File: config.mk
export PLATFORM = sky130hd
export DESIGN_NAME = relu_clip_array_flat
export DESIGN_NICKNAME = d
export VERILOG_FILES = /design/src/rtl/relu_clip_if.sv /design/src/rtl/relu_clip_array.sv /design/src/flat_wrapper.sv
export SDC_FILE = /design/constraint.sdc
export NUM_CORES = 1
export LEC_CHECK = 0
export ABC_AREA = 1
export BUFFER_PORTS_ARGS = -buffer_cell sky130_fd_sc_hd__buf_2
export CORE_AREA = 4 4 143 145
export CTS_CLUSTER_SIZE = 10
export DETAILED_ROUTE_END_ITERATION = 6
export DIE_AREA = 0 0 147 149
export PLACE_DENSITY = 0.48
export SYNTH_ARGS = -nofsm -noshare
export SYNTH_HDL_FRONTEND = slang
export SYNTH_SLANG_ARGS = --single-unit
File: constraint.sdc
create_clock -name clk -period 5.75 [get_ports clk]
set_input_delay 0.8625 -clock clk [delete_from_list [all_inputs] [get_ports clk]]
set_output_delay 0.8625 -clock clk [all_outputs]
set_load 0.1 [all_outputs]
File: src/rtl/relu_clip_if.sv
// relu_clip_if: bundles the input-beat and output-beat handshakes of the
// activation stage.
//   i_data/i_valid/i_ready/i_mode/i_clip : upstream beat (accumulator side)
//   o_data/o_valid/o_ready/o_mode        : downstream beat (pooling buffer side)
// master = the environment driving beats in and accepting beats out,
// slave  = the activation stage itself.
interface relu_clip_if #(
    parameter int COL   = 3,
    parameter int W_IN  = 32,
    parameter int W_OUT = 8
);
    logic [COL*W_IN-1:0]  i_data;
    logic                 i_valid;
    logic                 i_ready;
    logic [1:0]           i_mode;
    logic [W_OUT-1:0]     i_clip;
    logic [COL*W_OUT-1:0] o_data;
    logic                 o_valid;
    logic                 o_ready;
    logic [1:0]           o_mode;

    modport master (
        output i_data, i_valid, i_mode, i_clip, o_ready,
        input  i_ready, o_data, o_valid, o_mode
    );

    modport slave (
        input  i_data, i_valid, i_mode, i_clip, o_ready,
        output i_ready, o_data, o_valid, o_mode
    );
endinterface

File: src/rtl/relu_clip_array.sv
// relu_clip_array: COL-lane activation stage between the systolic-array
// column accumulators and the output/pooling buffer.
// Per lane it applies ReLU-with-saturation (mode 0/3), ReLU with a
// programmable clip threshold (mode 1) or leaky ReLU (mode 2), through a
// 2-stage valid/ready pipeline with back-pressure, and counts (saturating)
// accepted beats in which any lane clipped.
// Ports:
//   clk, rst    : rising-edge clock, asynchronous active-high reset
//   bus         : relu_clip_if.slave (input beat, output beat, mode/clip)
//   i_cnt_clr   : synchronous clear of o_clip_cnt (wins over increment)
//   o_clip_cnt  : saturating count of clipping input beats
module relu_clip_array #(
    parameter int COL     = 3,
    parameter int W_IN    = 32,
    parameter int W_OUT   = 8,
    parameter int LEAK_SH = 3,
    parameter int W_CNT   = 16
) (
    input  logic             clk,
    input  logic             rst,
    relu_clip_if.slave       bus,
    input  logic             i_cnt_clr,
    output logic [W_CNT-1:0] o_clip_cnt
);

    localparam logic signed [W_IN-1:0] ZERO_S = '0;
    localparam logic signed [W_IN-1:0] U_S    = W_IN'((2 ** W_OUT) - 1);
    localparam logic signed [W_IN-1:0] SMAX_S = W_IN'((2 ** (W_OUT - 1)) - 1);
    localparam logic signed [W_IN-1:0] SMIN_S = W_IN'(-(2 ** (W_OUT - 1)));
    localparam logic [W_OUT-1:0]       U_O    = U_S[W_OUT-1:0];
    localparam logic [W_OUT-1:0]       SMAX_O = SMAX_S[W_OUT-1:0];
    localparam logic [W_OUT-1:0]       SMIN_O = SMIN_S[W_OUT-1:0];
    localparam logic [W_CNT-1:0]       CNT_MAX = '1;

    // Returns {clip_flag, lane_result}. All compares use the full-width
    // signed input so large accumulator values never alias into range.
    function automatic logic [W_OUT:0] lane_act(
        input logic signed [W_IN-1:0] x,
        input logic [1:0]             mode,
        input logic [W_OUT-1:0]       clip
    );
        logic signed [W_IN-1:0] clip_s;
        logic signed [W_IN-1:0] y;
        logic [W_OUT:0]         r;
        clip_s = $signed({{(W_IN-W_OUT){1'b0}}, clip});
        y      = x >>> LEAK_SH;   // floor division for negative leaky inputs
        r      = '0;
        case (mode)
            2'd1: begin
                if (x <= ZERO_S)      r = '0;
                else if (x > clip_s)  r = {1'b1, clip};
                else                  r = {1'b0, x[W_OUT-1:0]};
            end
            2'd2: begin
                if (x >= ZERO_S) begin
                    if (x > SMAX_S)   r = {1'b1, SMAX_O};
                    else              r = {1'b0, x[W_OUT-1:0]};
                end else begin
                    if (y < SMIN_S)   r = {1'b1, SMIN_O};
                    else              r = {1'b0, y[W_OUT-1:0]};
                end
            end
            default: begin
                if (x <= ZERO_S)      r = '0;
                else if (x > U_S)     r = {1'b1, U_O};
                else                  r = {1'b0, x[W_OUT-1:0]};
            end
        endcase
        return r;
    endfunction

    logic [COL*W_OUT-1:0] res_p0;
    logic                 clip_any_p0;
    logic [W_OUT:0]       lane_r;

    logic                 vld_p1_q, vld_p1_d;
    logic [COL*W_OUT-1:0] res_p1_q, res_p1_d;
    logic [1:0]           mode_p1_q, mode_p1_d;
    logic                 vld_p2_q, vld_p2_d;
    logic [COL*W_OUT-1:0] res_p2_q, res_p2_d;
    logic [1:0]           mode_p2_q, mode_p2_d;
    logic [W_CNT-1:0]     cnt_q, cnt_d;

    logic ld_p1, ld_p2, in_xfer;

    // ---- stage 0: combinational lane activation on the incoming beat ----
    always_comb begin
        res_p0      = '0;
        clip_any_p0 = 1'b0;
        lane_r      = '0;
        for (int k = 0; k < COL; k++) begin
            lane_r = lane_act($signed(bus.i_data[k*W_IN +: W_IN]), bus.i_mode, bus.i_clip);
            res_p0[k*W_OUT +: W_OUT] = lane_r[W_OUT-1:0];
            clip_any_p0 = clip_any_p0 | lane_r[W_OUT];
        end
    end

    // A stage loads when it is empty or its content leaves this cycle.
    assign ld_p2   = !vld_p2_q || bus.o_ready;
    assign ld_p1   = !vld_p1_q || ld_p2;
    assign in_xfer = bus.i_valid && ld_p1;

    always_comb begin
        vld_p1_d  = vld_p1_q;
        res_p1_d  = res_p1_q;
        mode_p1_d = mode_p1_q;
        vld_p2_d  = vld_p2_q;
        res_p2_d  = res_p2_q;
        mode_p2_d = mode_p2_q;
        cnt_d     = cnt_q;

        // ---- stage 1: registered lane results ----
        if (ld_p1) begin
            vld_p1_d = in_xfer;
            if (in_xfer) begin
                res_p1_d  = res_p0;
                mode_p1_d = bus.i_mode;
            end
        end

        // ---- stage 2: output register ----
        if (ld_p2) begin
            vld_p2_d = vld_p1_q;
            if (vld_p1_q) begin
                res_p2_d  = res_p1_q;
                mode_p2_d = mode_p1_q;
            end
        end

        if (i_cnt_clr)
            cnt_d = '0;
        else if (in_xfer && clip_any_p0 && (cnt_q != CNT_MAX))
            cnt_d = cnt_q + W_CNT'(1);
    end

    always_ff @(posedge clk or posedge rst) begin
        if (rst) begin
            vld_p1_q  <= 1'b0;
            res_p1_q  <= '0;
            mode_p1_q <= '0;
            vld_p2_q  <= 1'b0;
            res_p2_q  <= '0;
            mode_p2_q <= '0;
            cnt_q     <= '0;
        end else begin
            vld_p1_q  <= vld_p1_d;
            res_p1_q  <= res_p1_d;
            mode_p1_q <= mode_p1_d;
            vld_p2_q  <= vld_p2_d;
            res_p2_q  <= res_p2_d;
            mode_p2_q <= mode_p2_d;
            cnt_q     <= cnt_d;
        end
    end

    assign bus.i_ready = ld_p1;
    assign bus.o_valid = vld_p2_q;
    assign bus.o_data  = res_p2_q;
    assign bus.o_mode  = mode_p2_q;
    assign o_clip_cnt  = cnt_q;

endmodule

File: src/flat_wrapper.sv
// flat-port wrapper written by rule: the top's interface ports become plain ports
module relu_clip_array_flat 
#(
    parameter int COL     = 3,
    parameter int W_IN    = 32,
    parameter int W_OUT   = 8,
    parameter int LEAK_SH = 3,
    parameter int W_CNT   = 16
)
  (clk, rst, i_cnt_clr, o_clip_cnt, bus_i_data, bus_i_valid, bus_i_mode, bus_i_clip, bus_o_ready, bus_i_ready, bus_o_data, bus_o_valid, bus_o_mode);
  relu_clip_if #(.COL(COL), .W_IN(W_IN), .W_OUT(W_OUT)) bus_i ();
  input  logic clk;
  input  logic rst;
  input  logic i_cnt_clr;
  output logic [W_CNT-1:0] o_clip_cnt;
  input wire logic [$bits(bus_i.i_data)-1:0] bus_i_data;
  input wire logic [$bits(bus_i.i_valid)-1:0] bus_i_valid;
  input wire logic [$bits(bus_i.i_mode)-1:0] bus_i_mode;
  input wire logic [$bits(bus_i.i_clip)-1:0] bus_i_clip;
  input wire logic [$bits(bus_i.o_ready)-1:0] bus_o_ready;
  output wire logic [$bits(bus_i.i_ready)-1:0] bus_i_ready;
  output wire logic [$bits(bus_i.o_data)-1:0] bus_o_data;
  output wire logic [$bits(bus_i.o_valid)-1:0] bus_o_valid;
  output wire logic [$bits(bus_i.o_mode)-1:0] bus_o_mode;
  assign bus_i.i_data = bus_i_data;
  assign bus_i.i_valid = bus_i_valid;
  assign bus_i.i_mode = bus_i_mode;
  assign bus_i.i_clip = bus_i_clip;
  assign bus_i.o_ready = bus_o_ready;
  assign bus_i_ready = bus_i.i_ready;
  assign bus_o_data = bus_i.o_data;
  assign bus_o_valid = bus_i.o_valid;
  assign bus_o_mode = bus_i.o_mode;
  relu_clip_array #(.COL(COL), .W_IN(W_IN), .W_OUT(W_OUT), .LEAK_SH(LEAK_SH), .W_CNT(W_CNT)) u_core (.clk(clk), .rst(rst), .bus(bus_i), .i_cnt_clr(i_cnt_clr), .o_clip_cnt(o_clip_cnt));
endmodule
[Word-level counts from Yosys, hierarchy flattened]
Index checks and enable logic that the tools add are counted.
Operators by class
  muxes and demuxes: 26
  magnitude comparators: 18
  bitwise gates (word level): 2
  $add $sub $neg: 1
  reduce and logical (&&, ||, !) cells: 10
  equal/unequal tests: 3
Operator list (number)
  two-way mux 9 bit: 21
  greater-or-equal comparator 32 x 1 -> 1 bit (second input constant): 3
  > comparator 32 x 8 -> 1 bit (second input constant): 3
  > comparator 32 x 9 -> 1 bit: 3
  > comparator 32 x 9 -> 1 bit (second input constant): 3
  <= comparator 32 x 1 -> 1 bit (second input constant): 3
  less-than comparator 29 x 8 -> 1 bit (second input constant): 3
  one-hot mux 9 bit (2 select lines): 3
  two-way mux 16 bit: 2
  adder 16 x 1 -> 16 bit (second input constant): 1
  inequality test 16 bit (second input constant): 1
  AND reduction 2 bit: 2
  logical AND 1 bit: 3
  == test 2 x 1 -> 1 bit (second input constant): 1
  == test 2 bit (second input constant): 1
  zero test 1 bit: 2
  logical OR 1 bit: 2
  OR 1 bit: 2
  nonzero test 2 bit: 1
Word-level totals
  register bits after elaboration: 70
  output and inout port bits: 44

[Logic depth before layout (Yosys ltp)]
Gate-level depths: netlist (run 1).
  depth in word-level cells: 10
  depth in mapped cells: 18
  gate-level depth less buffers: 17

[Worst setup path after synthesis (run 1)]
Ideal clock, no wire load.
  path type: register to register
  start point: register u_core.vld_p2_q, in the netlist u_core.bus.o_valid
  end point: register u_core.cnt_q[15], in the netlist u_core.o_clip_cnt[15]
  cell stages (with the launch flop): 10
  buffers on the path: 1
  data arrival time: 3.311 ns
  setup time: 0.068 ns
  setup slack: 2.371 ns
  data required time: 5.682 ns
  cells stage by stage: dfrtp_1 -> nand3_1 -> nand2_2 -> clkinv_1 -> o21ai_1 -> a41oi_4 -> nand2_4 -> buf_12 -> nand3_2 -> nand2_1
On the way
  cells in the longest elaborated chain, start to end: 7
Ends and longest elaborated chain
  from (decl): line relu_clip_array.sv:79  | logic vld_p2_q, vld_p2_d;
  from (signal assigned): line relu_clip_array.sv:149  | vld_p2_q <= vld_p2_d;
  zero test 1 bit: line relu_clip_array.sv:99  | assign ld_p2 = !vld_p2_q || bus.o_ready;
  logical OR 1 bit: line relu_clip_array.sv:99
  logical OR 1 bit: line relu_clip_array.sv:100  | assign ld_p1 = !vld_p1_q || ld_p2;
  net bus_i_ready: line flat_wrapper.sv:21  | output wire logic [$bits(bus_i.i_ready)-1:0] bus_i_ready;
  logical AND 1 bit: line relu_clip_array.sv:101  | assign in_xfer = bus.i_valid && ld_p1;
  logical AND 1 bit (2 in a row): line relu_clip_array.sv:132  | else if (in_xfer && clip_any_p0 && (cnt_q != CNT_MAX))
  nonzero test 2 bit (no line)
  to (signal assigned): line relu_clip_array.sv:152  | cnt_q <= cnt_d;
  to (decl): line relu_clip_array.sv:82  | logic [W_CNT-1:0] cnt_q, cnt_d;
The timed path passes the listed nets, and every way through them passes these cells.
A chain may end at the register's enable or synchronous reset.

[Final worst setup path (run 1)]
  start point: input bus_i_clip[6]
  end point: register u_core.cnt_q[14], in the netlist u_core.o_clip_cnt[14]
On the way
  cells in the longest elaborated chain, start to end: 9
  elaborated cells between the ends (all ways): 17
  those cells by class: 3 x order compare; 9 x mux; 2 x bitwise; 3 x reduce/logical
Ends and longest elaborated chain
  from (decl): line flat_wrapper.sv:19  | input wire logic [$bits(bus_i.i_clip)-1:0] bus_i_clip;
  > comparator 32 x 9 -> 1 bit: line relu_clip_array.sv:51  | else if (x > clip_s) r = {1'b1, clip};
  two-way mux 9 bit: line relu_clip_array.sv:51
  two-way mux 9 bit: line relu_clip_array.sv:50  | if (x <= ZERO_S) r = '0;
  one-hot mux 9 bit (2 select lines): line relu_clip_array.sv:48  | case (mode)
  OR 1 bit: line relu_clip_array.sv:94  | clip_any_p0 = clip_any_p0 | lane_r[W_OUT];
  OR 1 bit (*): line relu_clip_array.sv:94
  logical AND 1 bit (*) (2 in a row): line relu_clip_array.sv:132
  nonzero test 2 bit (no line) (*)
Mark *: on every way between the ends. The rest lies on a longest branch, timed or not.

==> reports/qor.yml, run 1 <==
global_routing:
  grt_usage_pct: 16.8
  grt_max_degree: 71
  grt_overflow_total: 0
  antenna_found_initial: 0
  grt_pass1_vias: 5767
  grt_pass1_wl_microns: 30000
synthesis:
  synth-async-reset-ratio_pct: 100
  ys_seq_area_share_pct: 31.0
  synth_nets: 949
  muxShareOfSynthArea_pct: 5.18
  ys_ff_latch: 70
  yosys.area.top_type: "dfrtp_1"
  synth-main-ff-cell: "dfrtp_1"
  yosys.area.top_type_share_pct: 31.0
  ys_types: 37
  netlist_top_cells_area: "dfrtp_1 31%, nand2_1 13%, nor2_1 9.4%"
  synth_area_per_cell_sq_um: 6.97
  ys_warn_count: 0
  yosysMostFrequentCell: "nand2_1"
  synth_top_family_by_area: "simple AND/OR/NAND/NOR gates"
  synth_edf_count: 0
  synth-compound-area-share_pct: 12.6
  postSynthCellCount: 811
  yosys.area_share.simple_pct: 35.4
  netlist_area_sq_um: 5650
  synth-adder-area-share_pct: 5.98
  synthXorXnorAreaFrac_pct: 2.17
  yosys-top-cells-count: "191 x nand2_1, 142 x nor2_1, 79 x inv_1, 70 x dfrtp_1, 53 x a21oi_1"
pwr:
  p_leak_uw: 0.00353
  powerDensity_nw_per_um2: 332
  peakVddDrop_mv: 0.300
placed_design:
  routabilityCongestion: 0.854
  numPortBuffers: 154
  dpl.hpwl_microns: 14200
worst_setup_path:
  r2r_slack_ns: 3.45
  crit_chain: "buf_2 -> inv_1 -> ha_1 -> nand2_1 -> inv_1 -> nand3_1 -> inv_1 -> nand2_1 -> nand2_1 -> nor2_1 -> nor2_1 -> a21oi_4 -> nand3_4 -> nand2_4 -> nand3_1 -> nand2_1"
  path_delay_family: "simple AND/OR/NAND/NOR gates"
  cp.depth: 16
  critPathLaunch: "bus_i_clip[6]"
  worst_setup_path_start_kind: "input pin"
  cpMaxStageDelayCell: "nor2_1"
  worst_setup_path_end_kind: "flip-flop"
  rr_worst_depth: 11
  r2r-start: "u_core.o_clip_cnt[0]$_DFFE_PP0P_"
  cp_common_cell: "nand2_1"
  critPathRequiredTime_ns: 5.96
  critPathKind: "in -> reg"
  slowest_delay_ns: 0.61
  crit_path_end: "u_core.o_clip_cnt[14]$_DFFE_PP0P_"
  cp_max_fo: 17
  r2r_end: "u_core.o_clip_cnt[14]$_DFFE_PP0P_"
  crit_arrival_ns: 3.19
  worstPathBufferInverterCount: 4
clock_network:
  htree_levels: 3
  clock_latency_ns: 0.33
  post_cts_buffers: 0
  cts_max_path_buffers: 2
  numClockSinks: 70
  cts_resized: 0
  path_clk_slew_ns: 0.06
  cts-hold-fix-buffers: 0
  root_buffer: "clkbuf_16"
  cts_made_buffers: 9
  cts_tree: "yes"
floorplanning:
  die_y_microns: 149
  dieArea_sq_um: 21900
  initial_core_util_pct: 29.4
  rows: 51
  core-area_sq_um: 19200
  io_pins: 155
  die_w_microns: 147
finish:
  diodes: 0
  fill_cells: 2098
  multi_input_area_sq_um: 3460
  nNetsFinal: 1094
  seq_area_sq_um: 1750
  drive_above_1_share_pct: 24.3
  syn_to_final_growth_pct: 24.1
route:
  wl_per_cell_microns: 14.8
  drc: 0
  initialDrtViolationCount: 351
  ant_nets: 0
  drtPass1Iterations: 5
  num_vias: 5764
  routed_via_density: 4.70
  drt_wl_total_microns: 18200
sta:
  holdWs_ns: 0.488
  rsz0062_at_grt: "false"
  max_freq_ghz: 0.335
  finalCritPeriodShare_pct: 51.9
  skew_ns: 0.00650
  slew_headroom_pct: 26.4
  final.min_clock_period_ns: 2.98
  hold_viol: 0
  worst_pin_slew_ns: 1.10
  timing.setup.tns_ns: 0
  finalMaxSlewViolations: 0
  finalSetupViolCount: 0
hold_path:
  hp-class: "reg -> reg"
run:
  maxCapViolations: 0
run_status:
  status: "complete, no violations"
[tightest hold or removal path: stages, from the launching register on]
cell and delay (ns):
dfrtp_1 0.34, nand2_1 0.05, o21ai_0 0.06
[worst min-delay path by stage]
stage	start	endpoint	slack (ns)	depth (start not counted)
detailed placement	u_core.mode_p1_q[1]$_DFFE_PP0P_	u_core.mode_p1_q[1]$_DFFE_PP0P_	0.48	2
floorplan	u_core.mode_p1_q[0]$_DFFE_PP0P_	u_core.mode_p1_q[0]$_DFFE_PP0P_	0.45	2
global route	u_core.bus.o_data[5]$_DFFE_PP0P_	u_core.bus.o_data[5]$_DFFE_PP0P_	0.52	1
global placement	u_core.mode_p1_q[1]$_DFFE_PP0P_	u_core.mode_p1_q[1]$_DFFE_PP0P_	0.47	2
CTS	u_core.vld_p1_q$_DFFE_PP0N_	u_core.bus.o_valid$_DFFE_PP0P_	0.49	2
finish	u_core.mode_p1_q[1]$_DFFE_PP0P_	u_core.mode_p1_q[1]$_DFFE_PP0P_	0.49	2
[state kept, by name, summed over array words and instances, names as in the netlist]
name / flops
u_core.bus.o_data: 24
u_core.res_p1_q: 24
u_core.o_clip_cnt: 16
u_core.bus.o_mode: 2
u_core.mode_p1_q: 2
u_core.bus.o_valid: 1
u_core.vld_p1_q: 1
[logic make-up after synthesis]
logic type	after synthesis
buffers and inverters	107
DFF	70
xor gates and xnor gates	14
and+or+nand+nor	445
AOI/OAI and AO/OA	122
muxes	26
adders and majority gates	27
[layout by cell type, fill, tap and decap left out, types with 2 or more instances in the layout]
cell         n
clkbuf_16    9
buf_2      154
ha_1        27
clkbuf_8     2
nor2_4       3
a21oi_1     53
o21bai_1     2
nor3_1       2
o211ai_1    21
nand3_1     42
inv_2        4
nand3_2     12
inv_1       78
nand2_2      4
nor2_2       5
mux2_2      26
clkbuf_1     2
buf_4        4
nor2_1     142
xor2_1      14
nand3_4      2
bufinv_16    3
nand2_1    191
dfrtp_1     70
nand4_1     37
o21ai_0     40
[cell type report]
type                            instances  area share [%]
Multi-Input combinational cell        634            49.4
Sequential cell                        70            25.0
Timing Repair Buffer                  158            11.4
Tap cell                              265            4.73
Inverter                               83            4.44
Clock buffer                           13            3.71
Clock inverter                          3            1.29
[through the flow]
step / setup slack [ns] / power [uW] / area, sq um / utilization, % / cells
finish: 2.77 / 2330 / 7010 / 36.5 / 1226
global route: 2.50 / 2450 / 7010 / 36.5 / 1226
CTS: 2.77 / 2360 / 7010 / 36.5 / 1226
detailed placement: 2.42 / 1690 / 6660 / 34.7 / 1210
global placement: 2.47 / 1690 / 6660 / 34.7 / 1210
floorplan: 2.37 / 1480 / 5650 / - / 811
[power by group]
group | switching, uW | internal (uW)
registers | 56.0 | 601
logic | 810 | 210
clock network | 204 | 448
[routing by layer]
metal  track usage, %  routed length, microns  vias to the layer above  share of wire [%]
met5                0                       0                        -                  0
met4             3.40                     149                        0               0.82
met3             2.86                     724                       12                4.0
met2             28.5                    8730                      124                 48
met1             22.7                    8590                     2649                 47
li1                 -                       -                     2979                  -
Note: power is estimated with default switching activity, not from simulation.
==> run 2: changes to the inputs <==
--- a/config.mk
+++ b/config.mk
@@ -11,7 +11,7 @@
 export CTS_CLUSTER_SIZE = 10
 export DETAILED_ROUTE_END_ITERATION = 6
 export DIE_AREA = 0 0 147 149
-export PLACE_DENSITY = 0.48
+export PLACE_DENSITY = 0.5
 export SYNTH_ARGS = -nofsm -noshare
 export SYNTH_HDL_FRONTEND = slang
 export SYNTH_SLANG_ARGS = --single-unit
==> constraint.sdc (replaced) <==
create_clock -name clk -period 2.7 [get_ports clk]
set_input_delay 0.405 -clock clk [delete_from_list [all_inputs] [get_ports clk]]
set_output_delay 0.405 -clock clk [all_outputs]
set_load 0.1 [all_outputs]
==> run 2 against run 1 <==
Net effect: sequential cell count stayed put; combinational power is 120% higher; worst hold slack worse by 0.37 ns; setup slack worse by 2.2 ns; non-clock buffer count is 15 higher; clock power is 72% higher; total power is 100% higher; sequential power is 110% higher; global-route usage hardly changed; sequential share of layout area is 0.20 points lower; first-iteration DRC count is 2.0% lower; largest cell class unchanged; highest routed layer is now met5.
==> reports/qor.yml, run 2 (synthesis gave the netlist of run 1 again) <==
global_routing:
  grt_usage_pct: 16.8
  grt_overflow_total: 0
  use_met1_pct: 22.0
  grt_pass1_wl_microns: 29600
  grtUsageMet3_pct: 3.22
  gr-max-usage-layer: "met2"
  grt_max_degree: 48
  grt_pass1_vias: 5787
  antenna_found_initial: 1
  gr-usage-met2_pct: 28.6
hold_path:
  hp-class: "in -> async"
sta:
  hold_viol: 0
  timing.setup.tns_ns: 0
  max_freq_ghz: 0.478
  skew_ns: 0.00533
  final.min_clock_period_ns: 2.09
  worst_pin_slew_ns: 0.540
  rsz0062_at_grt: "false"
  finalCritPeriodShare_pct: 77.4
  finalMaxSlewViolations: 0
  finalSetupViolCount: 0
  slew_headroom_pct: 63.9
worst_setup_path:
  cp_max_fo: 16
  crit_arrival_ns: 2.32
  worst_setup_path_start_kind: "input pin"
  r2r_slack_ns: 0.66
  critPathKind: "in -> reg"
  r2r_end: "u_core.o_clip_cnt[2]$_DFFE_PP0P_"
  critPathRequiredTime_ns: 2.93
  worst_setup_path_end_kind: "flip-flop"
  rr_worst_depth: 11
  r2r-start: "u_core.o_clip_cnt[0]$_DFFE_PP0P_"
route:
  num_vias: 5856
  drt_wl_total_microns: 18100
  wl_per_cell_microns: 14.6
  initialDrtViolationCount: 344
  drc: 0
  drtPass1Iterations: 7
  routed_via_density: 4.72
  ant_nets: 0
floorplanning:
  die_y_microns: 149
  initial_core_util_pct: 29.4
  die_w_microns: 147
  io_pins: 155
  dieArea_sq_um: 21900
  rows: 51
  core-area_sq_um: 19200
finish:
  fin_util_pct: 36.8
  syn_to_final_growth_pct: 25.2
  layout_common_cells: "191 x nand2_1, 154 x buf_2, 142 x nor2_1"
  final_common_cell: "nand2_1"
  drive_above_1_share_pct: 25.8
  nNetsFinal: 1109
  design_area_sq_um: 7070
clock_network:
  post_cts_buffers: 0
  cts-hold-fix-buffers: 0
  root_buffer: "clkbuf_16"
  path_clk_slew_ns: 0.05
  cts_tree: "yes"
  cts_resized: 0
  clock_latency_ns: 0.34
  htree_levels: 3
  cts_made_buffers: 9
  cts_max_path_buffers: 2
  numClockSinks: 70
placed_design:
  numPortBuffers: 154
  placed_area_sq_um: 6790
  routabilityCongestion: 0.902
  dpl.hpwl_microns: 14500
run:
  maxCapViolations: 0
pwr:
  p_leak_uw: 0.00358
  peakVddDrop_mv: 0.465
  powerDensity_nw_per_um2: 667
  total_power_uw: 4720
run_status:
  status: "complete, no violations"
## run 2: cell types whose count changed in the layout (fill, tap and decap cells not counted), sizes merged
cell      before  now
diode          0    1
clkinv         1    4
bufinv         3    1
clkbuf        13    9
buf          158  173
clkinvlp       0    1
## run 2: cell type report
class / count / area (sq um)
sequential: 70 / 1750
timing repair buffer: 173 / 926
multi-input combinational: 634 / 3470
antenna: 1 / 2.50
tap: 265 / 332
clock inverter: 5 / 52.6
clock buffer: 9 / 225
fill: 2120 / 12100
inverter: 83 / 312
## run 2: power breakdown
part	switching, uW	total [uW]	internal (uW)
clock	425	1120	698
combinational	1730	2200	467
sequential	116	1400	1280
total	2270	4720	2450
## run 2: per-stage QoR
stage	setup slack (ns)	instances	hold WS, ns
after CTS	0.622	1239	0.128
after detailed placement	0.264	1225	0.478
final	0.610	1240	0.114
after floorplan	0.0769	811	0.449
after global placement	0.309	1225	0.473
after global routing	0.389	1239	0.158
## run 2: per-layer routing
layer	vias up	routed length, microns
met5	-	12
met4	2	261
met3	20	890
met2	146	8620
met1	2678	8330
li1	3010	-
## run 2: worst max-delay path by stage
| stage | from | endpoint | slack, ns | cells after the start |
|---|---|---|---|---|
| 6_report | bus_i_clip[6] | u_core.o_clip_cnt[2]$_DFFE_PP0P_ | 0.61 | 16 |
| 4_1_cts | u_core.o_clip_cnt[0]$_DFFE_PP0P_ | u_core.o_clip_cnt[2]$_DFFE_PP0P_ | 0.62 | 11 |
| 5_1_grt | u_core.o_clip_cnt[0]$_DFFE_PP0P_ | u_core.o_clip_cnt[9]$_DFFE_PP0P_ | 0.39 | 11 |
| 2_1_floorplan | u_core.o_clip_cnt[0]$_DFFE_PP0P_ | u_core.o_clip_cnt[15]$_DFFE_PP0P_ | 0.08 | 12 |
| 3_3_place_gp | bus_i_clip[7] | u_core.o_clip_cnt[11]$_DFFE_PP0P_ | 0.31 | 14 |
| 3_5_place_dp | bus_i_clip[7] | u_core.o_clip_cnt[3]$_DFFE_PP0P_ | 0.26 | 14 |
## run 2: worst max-delay path, cell delays in order
cell,delay (ns)
buf_2,0.13
inv_1,0.12
ha_1,0.30
nand2_1,0.05
inv_1,0.06
nand3_1,0.08
nor2_1,0.15
nand4_1,0.10
nand2_1,0.08
nor2_1,0.04
buf_4,0.17
a21oi_4,0.16
nand3_4,0.11
buf_4,0.21
nand4_1,0.09
nand2_1,0.05
==> run 3: changes to the inputs <==
==> constraint.sdc (replaced) <==
create_clock -name clk -period 1.8 [get_ports clk]
set_input_delay 0.27 -clock clk [delete_from_list [all_inputs] [get_ports clk]]
set_output_delay 0.27 -clock clk [all_outputs]
set_load 0.1 [all_outputs]
==> run 3 against run 2 <==
Net effect: the flow now finishes with violations (setup timing); clock skew increased by 0.0014 ns; register-to-register slack got worse by 0.67 ns; critical path depth decreased by 4; via count increased by 8.3%; design area increased by 21%; non-clock buffer count increased by 108; sequential cell count unchanged; combinational power increased by 67%; sequential share of layout area decreased by 4.0 points; global-route usage increased by 0.90 points; critical path type is now reg -> reg; largest power group unchanged.
==> reports/qor.yml, run 3 (synthesis gave the netlist of run 1 again) <==
clock_network:
  cts_tree: "yes"
  path_clk_slew_ns: 0.06
  htree_levels: 3
  cts-hold-fix-buffers: 0
  root_buffer: "clkbuf_16"
  cts_made_buffers: 9
  clock_latency_ns: 0.34
  numClockSinks: 70
  cts_max_path_buffers: 2
sta:
  setup_slack_ns: -0.00931
  finalSetupViolCount: 1
  skew_ns: 0.00669
  slew_headroom_pct: 66.9
  worst_pin_slew_ns: 0.500
  rsz0062_at_grt: "true"
  final.min_clock_period_ns: 1.81
  max_freq_ghz: 0.553
  finalCritPeriodShare_pct: 101
  finalMaxSlewViolations: 0
  hold_viol: 0
floorplanning:
  initial_core_util_pct: 29.4
  core-area_sq_um: 19200
  dieArea_sq_um: 21900
  rows: 51
  io_pins: 155
  die_w_microns: 147
  die_y_microns: 149
finish:
  fin_cells: 1350
  fin_util_pct: 44.4
  layout_common_cells: "185 x nand2_1, 145 x buf_2, 134 x nor2_1"
  drive_above_1_share_pct: 39.4
  syn_to_final_growth_pct: 51.0
  final_common_cell: "nand2_1"
  diodes: 0
  nNetsFinal: 1218
global_routing:
  grt_pass1_vias: 6008
  grt_pass1_wl_microns: 31200
  grt_usage_pct: 17.7
  grt_overflow_total: 0
  grt_max_degree: 71
  antenna_found_initial: 0
route:
  num_vias: 6341
  drt_wl_total_microns: 19800
  routed_via_density: 4.70
  drc: 0
  wl_per_cell_microns: 14.7
  drtPass1Iterations: 5
  ant_nets: 0
  initialDrtViolationCount: 322
run_status:
  violations: "setup timing"
  status: "finished, violations left"
pwr:
  total_power_uw: 7740
  combPwrFrac_pct: 47.6
  p_leak_uw: 0.00417
  power_switching_uw: 3610
  clock_power_share_pct: 25.3
  seqPwrFrac_pct: 27.1
  internal-power_uw: 4130
  peakVddDrop_mv: 0.656
  p_sw_share_pct: 46.6
  powerDensity_nw_per_um2: 907
worst_setup_path:
  critPathRequiredTime_ns: 2.08
  slowest_delay_ns: 0.49
  crit_arrival_ns: 2.09
  r2r_slack_ns: -0.009
  r2r-start: "u_core.o_clip_cnt[1]$_DFFE_PP0P_"
  cp_max_fo: 7
  worst_setup_path_end_kind: "flip-flop"
  cpMaxStageDelayCell: "dfrtp_4"
  r2r_end: "u_core.o_clip_cnt[0]$_DFFE_PP0P_"
  critPathKind: "reg -> reg"
  rr_worst_depth: 12
  worst_setup_path_start_kind: "flip-flop"
  crit_chain: "ha_4 -> nand3_4 -> inv_2 -> nand2_2 -> nor2_4 -> nand3b_1 -> o21ai_2 -> a41oi_4 -> buf_6 -> buf_8 -> nand4_1 -> nand2_1"
placed_design:
  place_inst: 1323
  routabilityCongestion: 0.926
  numPortBuffers: 154
  dpl.hpwl_microns: 15200
hold_path:
  hp-class: "in -> async"
run:
  maxCapViolations: 0
-- run 3: changes by cell type in the layout (fill, tap and decap cells not counted), sizes merged --
| cell | before | now |
|---|---|---|
| buf | 173 | 280 |
| bufinv | 1 | 2 |
| clkbuf | 9 | 12 |
| clkinv | 4 | 2 |
| clkinvlp | 1 | 2 |
| diode | 1 | 0 |
| nand2 | 196 | 197 |
-- run 3: worst max path at each step --
stage,slack (ns),endpoint,from
finish,-0.009,u_core.o_clip_cnt[0]$_DFFE_PP0P_,u_core.o_clip_cnt[1]$_DFFE_PP0P_
global route,-0.08,u_core.o_clip_cnt[0]$_DFFE_PP0P_,u_core.o_clip_cnt[0]$_DFFE_PP0P_
CTS,-0.008,u_core.res_p1_q[14]$_DFFE_PP0P_,bus_i_clip[6]
detailed placement,-0.41,u_core.o_clip_cnt[10]$_DFFE_PP0P_,bus_i_clip[7]
global placement,-0.40,u_core.o_clip_cnt[10]$_DFFE_PP0P_,bus_i_clip[7]
floorplan,-0.22,u_core.o_clip_cnt[15]$_DFFE_PP0P_,u_core.o_clip_cnt[1]$_DFFE_PP0P_
-- run 3: area by class of cell --
type	count	area, sq um
Multi-Input combinational cell	635	3870
Timing Repair Buffer	281	1870
Tap cell	265	332
Clock buffer	11	243
Inverter	83	362
Fill cell	2000	10700
Sequential cell	70	1780
Clock inverter	5	81.3
-- run 3: metrics by stage --
stage | instance area, sq um | TNS (ns) | hold slack, ns | worst slack, ns
global placement | 7630 | -12.32 | 0.404 | -0.399
detailed placement | 7630 | -12.95 | 0.408 | -0.408
floorplan | 5730 | -2.73 | 0.439 | -0.224
global route | 8530 | -0.967 | 0.0692 | -0.0812
finish | 8530 | -0.00931 | 0.0320 | -0.00931
CTS | 8010 | -0.0213 | 0.0437 | -0.00795
-- run 3: timing repair --
action | in CTS | in global routing
gates resized for setup | 9 | 98
gates cloned | 1 | 2
buffers inserted | 3 | 5
setup endpoints to repair | 18 | 39
pin swaps | 0 | 38
-- run 3: worst max-delay path: cells and delay by family, from the launching register on --
family,cells,cell delay [ns]
buf+inv,3,0.31
compound gates,2,0.29
simple gates,6,0.45
fa+ha+maj,1,0.18
flops,1,0.49
-- run 3: power groups by stage --
stage               clock, uW  combinational [uW]  sequential [uW]
floorplan                   0                 879             3860
global placement            0                3500             2130
detailed placement          0                3510             2130
CTS                      2010                3540             2100
global route             2060                3900             2160
finish                   1960                3680             2100
-- run 3: metal layers --
metal | track usage, % | wire (microns) | share of wire, %
met1 | 24.3 | 9110 | 46
met3 | 3.40 | 1080 | 5.4
met2 | 29.4 | 9420 | 48
met4 | 3.31 | 189 | 0.95
met5 | 0 | 0 | 0
